--- config.mk ---
export PLATFORM = sky130hd
export DESIGN_NAME = poly_summary
export DESIGN_NICKNAME = d
export VERILOG_FILES = /design/src/rtl/gf_pkg.sv /design/src/rtl/poly_bbox_acc.sv /design/src/rtl/poly_summary.sv
export SDC_FILE = /design/constraint.sdc
export NUM_CORES = 1
export LEC_CHECK = 0
export ABC_CLOCK_PERIOD_IN_PS = 11100
export BUFFER_PORTS_ARGS = -buffer_cell sky130_fd_sc_hd__clkbuf_2
export CAP_MARGIN = 10
export CORE_ASPECT_RATIO = 1.5
export CORE_MARGIN = 10
export CORE_UTILIZATION = 60
export DETAILED_ROUTE_END_ITERATION = 6
export HOLD_SLACK_MARGIN = 0.03
export MAX_ROUTING_LAYER = met4
export PLACE_DENSITY = 0.88
export SYNTH_ARGS = -nofsm -noshare
export SYNTH_HDL_FRONTEND = slang
export SYNTH_SLANG_ARGS = --single-unit
--- constraint.sdc ---
create_clock -name clk -period 11.1 [get_ports clk]
set_clock_uncertainty 0.15 [all_clocks]
set_input_delay 1.11 -clock clk [delete_from_list [all_inputs] [get_ports clk]]
set_output_delay 1.11 -clock clk [all_outputs]
set_load 0.005 [all_outputs]
--- src/rtl/gf_pkg.sv ---
// Shared types and sizes for the polygon summary pipeline.
// Coordinate, area and box widths plus the collector state encoding.
package gf_pkg;

    localparam int FRAME_LEN = 6;
    localparam int COORD_W   = 10;
    localparam int AREA_W    = 25;
    localparam int BOX_W     = 20;
    localparam int CNT_W     = 3;

    typedef enum logic {
        ST_IDLE    = 1'b0,
        ST_COLLECT = 1'b1
    } col_state_t;

    typedef struct packed {
        logic [COORD_W-1:0] min_x;
        logic [COORD_W-1:0] max_x;
        logic [COORD_W-1:0] min_y;
        logic [COORD_W-1:0] max_y;
        logic [AREA_W-1:0]  area;
        logic               err;
    } bbox_t;

endpackage

--- src/rtl/poly_bbox_acc.sv ---
// Running min/max and area-mismatch accumulator for one frame.
// The merged output already includes the beat presented this cycle.
import gf_pkg::*;

module poly_bbox_acc (
    input  logic               clk,
    input  logic               rst,
    input  logic               load,
    input  logic               update,
    input  logic [COORD_W-1:0] x,
    input  logic [COORD_W-1:0] y,
    input  logic [AREA_W-1:0]  area,
    output bbox_t              merged
);

    bbox_t acc;

    always_comb begin
        merged = acc;
        if (load) begin
            merged.min_x = x;
            merged.max_x = x;
            merged.min_y = y;
            merged.max_y = y;
            merged.area  = area;
            merged.err   = 1'b0;
        end else if (update) begin
            if (x < acc.min_x) merged.min_x = x;
            if (x > acc.max_x) merged.max_x = x;
            if (y < acc.min_y) merged.min_y = y;
            if (y > acc.max_y) merged.max_y = y;
            merged.err = acc.err | (area != acc.area);
        end
    end

    always_ff @(posedge clk) begin
        if (rst) begin
            acc <= '0;
        end else if (load || update) begin
            acc <= merged;
        end
    end

endmodule

--- src/rtl/poly_summary.sv ---
// Collects FRAME_LEN vertex beats into a bounding-box summary,
// then a stage-1 register and a held output register with drop flag.
import gf_pkg::*;

module poly_summary (
    input  logic               clk,
    input  logic               rst_n,
    input  logic               in_valid,
    input  logic [COORD_W-1:0] in_x,
    input  logic [COORD_W-1:0] in_y,
    input  logic [AREA_W-1:0]  in_area,
    input  logic               out_ready,
    output logic               out_valid,
    output logic [COORD_W-1:0] out_min_x,
    output logic [COORD_W-1:0] out_max_x,
    output logic [COORD_W-1:0] out_min_y,
    output logic [COORD_W-1:0] out_max_y,
    output logic [BOX_W-1:0]   out_box_area,
    output logic [AREA_W-1:0]  out_poly_area,
    output logic               out_fill_ok,
    output logic               out_err,
    output logic               ovf
);

    col_state_t       state;
    logic [CNT_W-1:0] count;
    bbox_t            merged;
    bbox_t            s1;
    logic             s1_valid;
    logic             beat_load;
    logic             beat_upd;
    logic             final_beat;

    // rst_n is active-high here: asserted means reset.
    assign beat_load  = !rst_n && in_valid && (state == ST_IDLE);
    assign beat_upd   = !rst_n && in_valid && (state == ST_COLLECT);
    assign final_beat = beat_upd && (count == CNT_W'(FRAME_LEN - 1));

    poly_bbox_acc u_acc (
        .clk    (clk),
        .rst    (rst_n),
        .load   (beat_load),
        .update (beat_upd),
        .x      (in_x),
        .y      (in_y),
        .area   (in_area),
        .merged (merged)
    );

    always_ff @(posedge clk) begin
        if (rst_n) begin
            state <= ST_IDLE;
            count <= '0;
        end else begin
            unique case (state)
                ST_IDLE: begin
                    if (in_valid) begin
                        state <= ST_COLLECT;
                        count <= CNT_W'(1);
                    end
                end
                ST_COLLECT: begin
                    if (!in_valid || final_beat) begin
                        state <= ST_IDLE;
                        count <= '0;
                    end else begin
                        count <= count + CNT_W'(1);
                    end
                end
                default: begin
                    state <= ST_IDLE;
                    count <= '0;
                end
            endcase
        end
    end

    always_ff @(posedge clk) begin
        if (rst_n) begin
            s1       <= '0;
            s1_valid <= 1'b0;
        end else begin
            s1_valid <= final_beat;
            if (final_beat) s1 <= merged;
        end
    end

    logic [COORD_W-1:0] dx;
    logic [COORD_W-1:0] dy;
    logic [BOX_W-1:0]   box;
    logic [AREA_W:0]    twice;
    logic               fill;

    assign dx    = s1.max_x - s1.min_x;
    assign dy    = s1.max_y - s1.min_y;
    assign box   = BOX_W'(dx) * BOX_W'(dy);
    assign twice = {s1.area, 1'b0};
    assign fill  = twice >= (AREA_W + 1)'(box);

    // A held, unaccepted summary wins; the newcomer is dropped.
    always_ff @(posedge clk) begin
        if (rst_n) begin
            out_valid     <= 1'b0;
            out_min_x     <= '0;
            out_max_x     <= '0;
            out_min_y     <= '0;
            out_max_y     <= '0;
            out_box_area  <= '0;
            out_poly_area <= '0;
            out_fill_ok   <= 1'b0;
            out_err       <= 1'b0;
            ovf           <= 1'b0;
        end else if (s1_valid) begin
            if (!out_valid || out_ready) begin
                out_valid     <= 1'b1;
                out_min_x     <= s1.min_x;
                out_max_x     <= s1.max_x;
                out_min_y     <= s1.min_y;
                out_max_y     <= s1.max_y;
                out_box_area  <= box;
                out_poly_area <= s1.area;
                out_fill_ok   <= fill;
                out_err       <= s1.err;
            end else begin
                ovf <= 1'b1;
            end
        end else if (out_ready) begin
            out_valid <= 1'b0;
        end
    end

endmodule

==> flow_metrics.py <==
metrics = {
    "final_layout": {
        "syn_to_final_growth_pct": 11.04,
        "layout.cells.most_common": "dfxtp_1",
        "final_nets": 1970,
        "diodes": 0,
        "drive_gt1_share_pct": 12.81,
        "final_area_um2": 15410,
        "mostFrequentLayoutCells": "226 x dfxtp_1, 220 x nand2_1, 178 x a21oi_1",
    },
    "floorplanning": {
        "coreArea_um2": 22890,
        "io_pins": 138,
        "die_h_um": 206.3,
        "die_area_um2": 29740,
        "initial_core_util_pct": 60.64,
        "die_w_um": 144.2,
        "rows": 68,
    },
    "synth": {
        "synth_nets": 1880,
        "synth_compound_area_share_pct": 15.01,
        "synthArstFlopShare_pct": 0,
        "synth_edf_count": 0,
        "ys_types": 60,
        "ys_warn_count": 0,
        "synth_fa_ha_area_share_pct": 21.13,
        "syn_area_um2": 13880,
        "synthCells": 1635,
        "yosysSeqAreaShare_pct": 32.60,
        "synth_seq_cells": 226,
        "synth_mux_area_share_pct": 4.913,
        "synthXorXnorAreaFrac_pct": 3.966,
        "synth_top_family_by_area": "adder cells",
        "synthSimpleGateAreaFrac_pct": 15.97,
        "postSynthAreaPerCell_um2": 8.489,
        "synth_ff_type": "dfxtp_1",
    },
    "worst_setup_path": {
        "cp_data_arrival_time_ps": 8420,
        "crit_path_start_kind": "flop",
        "endpoint": "out_fill_ok",
        "reg2reg_slack_ps": 2860,
        "worstPathMaxFanout": 10,
        "worstSetupStartpoint": "s1[46]",
        "worstRegToRegCells": 28,
        "cp.required_ps": 11280,
        "crit_type": "flop to flop",
        "end_kind": "flop",
        "cpPeakStageDelay_ps": 670,
        "reg2reg_to": "out_fill_ok",
        "r2r_start": "s1[46]",
        "crit_path_frequent_cell": "fa_1",
        "crit_slowest_cell": "xor2_1",
    },
    "power_and_ir_drop": {
        "power_leakage_nw": 6.696,
        "powerDensity_nw_per_um2": 112.8,
        "ir_drop_mv": 0.1515,
    },
    "grt": {
        "grt_max_degree": 101,
        "grt_pass1_vias": 12090,
        "grt_first_pass_wirelength_um": 58860,
        "grt-ovfl-total": 0,
        "antenna_found_initial": 0,
        "grt_usage_pct": 24.99,
    },
    "drt": {
        "postRouteAntennaNets": 0,
        "drt-total-wl_um": 36990,
        "drtIter0Drc": 918,
        "vias": 11990,
        "wl_per_cell_um": 18.30,
        "drcViolationCount": 0,
        "avgViaCountPerCell": 5.933,
        "first_pass_iters": 7,
    },
    "clocking": {
        "hold_buffers": 0,
        "clk_latency_ps": 520,
        "cts_sinks": 226,
        "clk_pin_slew_ps": 70,
        "post_cts_buffers": 0,
        "cts_tree": "done",
        "htree_levels": 1,
        "root_buffer": "clkbuf_16",
        "ctsResizeCount": 0,
        "cts_buffers": 22,
        "clockBufferDepth": 3,
    },
    "timing": {
        "finalMaxSlewViolations": 0,
        "setup_tns_ps": 0,
        "worst_slew_margin_rel_pct": 27.73,
        "fin_crit_ps": 8241,
        "rsz0062_at_grt": "no",
        "tightest_slew_ps": 1084,
        "hold_viol": 0,
        "setup_violations": 0,
        "post-route-period-util_pct": 74.24,
        "fmax_mhz": 121.3,
    },
    "run_status": {
        "status": "complete, no violations",
    },
    "place": {
        "io_buffers": 137,
        "place_area_um2": 14650,
        "gp_congestion": 0.9343,
        "hpwl_um": 27360,
    },
    "worst_hold_path": {
        "worstHoldStart": "out_poly_area[1]",
        "hp-class": "flop to flop",
    },
    "job": {
        "drv_cap": 0,
    },
}
## report_power, final
part,internal (mW),switching (mW)
clock,0.446,0.339
sequential,0.824,0.00996
combinational,0.0467,0.0732
## cell usage after synthesis, types with 2 or more instances
cell type  count  share of area [%]
nor2_1       146                3.9
o211a_1        2               0.14
dfxtp_1      226                 33
or4_1          2               0.11
ha_1         132                 12
nand2b_1      26                1.2
o21ai_1        5               0.18
o21ai_0       65                2.3
and3_1         3               0.14
nor3_1        17               0.61
a21o_1        15               0.81
o31ai_1        9               0.49
and2_1         7               0.32
a311oi_1       2               0.13
buf_2         16               0.58
xnor2_1       40                2.5
a31oi_1        8               0.36
nand3_1       23               0.83
a21oi_1      178                6.4
buf_1          2              0.054
nor4_1         3               0.14
mux2i_1       67                4.8
or2_2         20               0.90
o211ai_1       7               0.38
fa_1          64                9.2
a2111oi_0      2               0.13
inv_1        146                3.9
o21a_1         7               0.38
nand4_1       13               0.59
nand2_1      221                6.0
buf_4          5               0.27
nor2b_1       15               0.68
clkbuf_1      54                1.5
o41ai_2        4               0.47
a31o_2         4               0.25
a211oi_1      26                1.4
or3_1          6               0.27
xor2_1        21                1.3
o2111ai_1      5               0.32
## critical path, delay by kind of cell (launching register included)
family	cells	cell delay, ps
AO/OA/AOI/OAI	11	2700
XOR/XNOR	2	800
adder cells (fa/ha/maj)	9	3430
buffers and inverters	3	190
flip-flops	1	320
AND/OR/NAND/NOR	3	480
## logic make-up (layout without fill, tap and decap cells)
| kind of cell | count (synthesis) | after routing |
|---|---|---|
| simple gates | 507 | 507 |
| compound gates | 351 | 351 |
| flops | 226 | 226 |
| buf+inv | 225 | 331 |
| fa+ha+maj | 196 | 196 |
| mux | 68 | 68 |
| xor+xnor | 62 | 62 |
## area by class of cell
class / instances / area [µm²]
clock buffer: 25 / 603.1
clock inverter: 15 / 163.9
fill: 1791 / 7475
inverter: 147 / 553.0
multi-input combinational: 1184 / 8473
sequential: 226 / 4524
tap: 280 / 350.3
timing repair buffer: 144 / 744.5
## worst min path at each step
stage,endpoint,slack (ps),cells past startpoint
floorplan,out_err,280,2
global placement,out_box_area[2],290,2
detailed placement,out_max_x[4],300,2
CTS,out_box_area[14],310,2
global route,out_max_x[9],320,2
finish,out_poly_area[1],310,2
## sequential cells by signal, summed over array words and instances (netlist names)
| name | count |
|---|---|
| out_min_y | 10 |
| s1_valid | 1 |
| out_poly_area | 25 |
| out_box_area | 20 |
| out_max_x | 10 |
| out_fill_ok | 1 |
| out_valid | 1 |
| u_acc.acc | 66 |
| out_err | 1 |
| out_max_y | 10 |
| count | 3 |
| s1 | 66 |
| out_min_x | 10 |
| ovf | 1 |
| state | 1 |
## layer usage
metal | track usage (%) | up-vias | part of all wire, %
li1 | - | 5674 | -
met5 | - | - | 0
met1 | 27.26 | 5802 | 38
met4 | 12.02 | 0 | 4.6
met3 | 4.024 | 122 | 5.7
met2 | 43.34 | 392 | 51
## per-stage QoR
step           power [mW]  utilization (%)  worst slack (ps)  hold slack (ps)  instances
2_1_floorplan      0.9305                -              3693            282.2       1635
3_3_place_gp       0.9628            63.99              3163            291.4       1981
3_5_place_dp       0.9694            63.99              2941            296.3       1981
4_1_cts             1.749            67.34              2874            305.6       2021
5_1_grt             1.798            67.34              2260            321.2       2021
6_report            1.739            67.34              2859            305.1       2021
No activity file was read; power rests on OpenSTA's default activity.
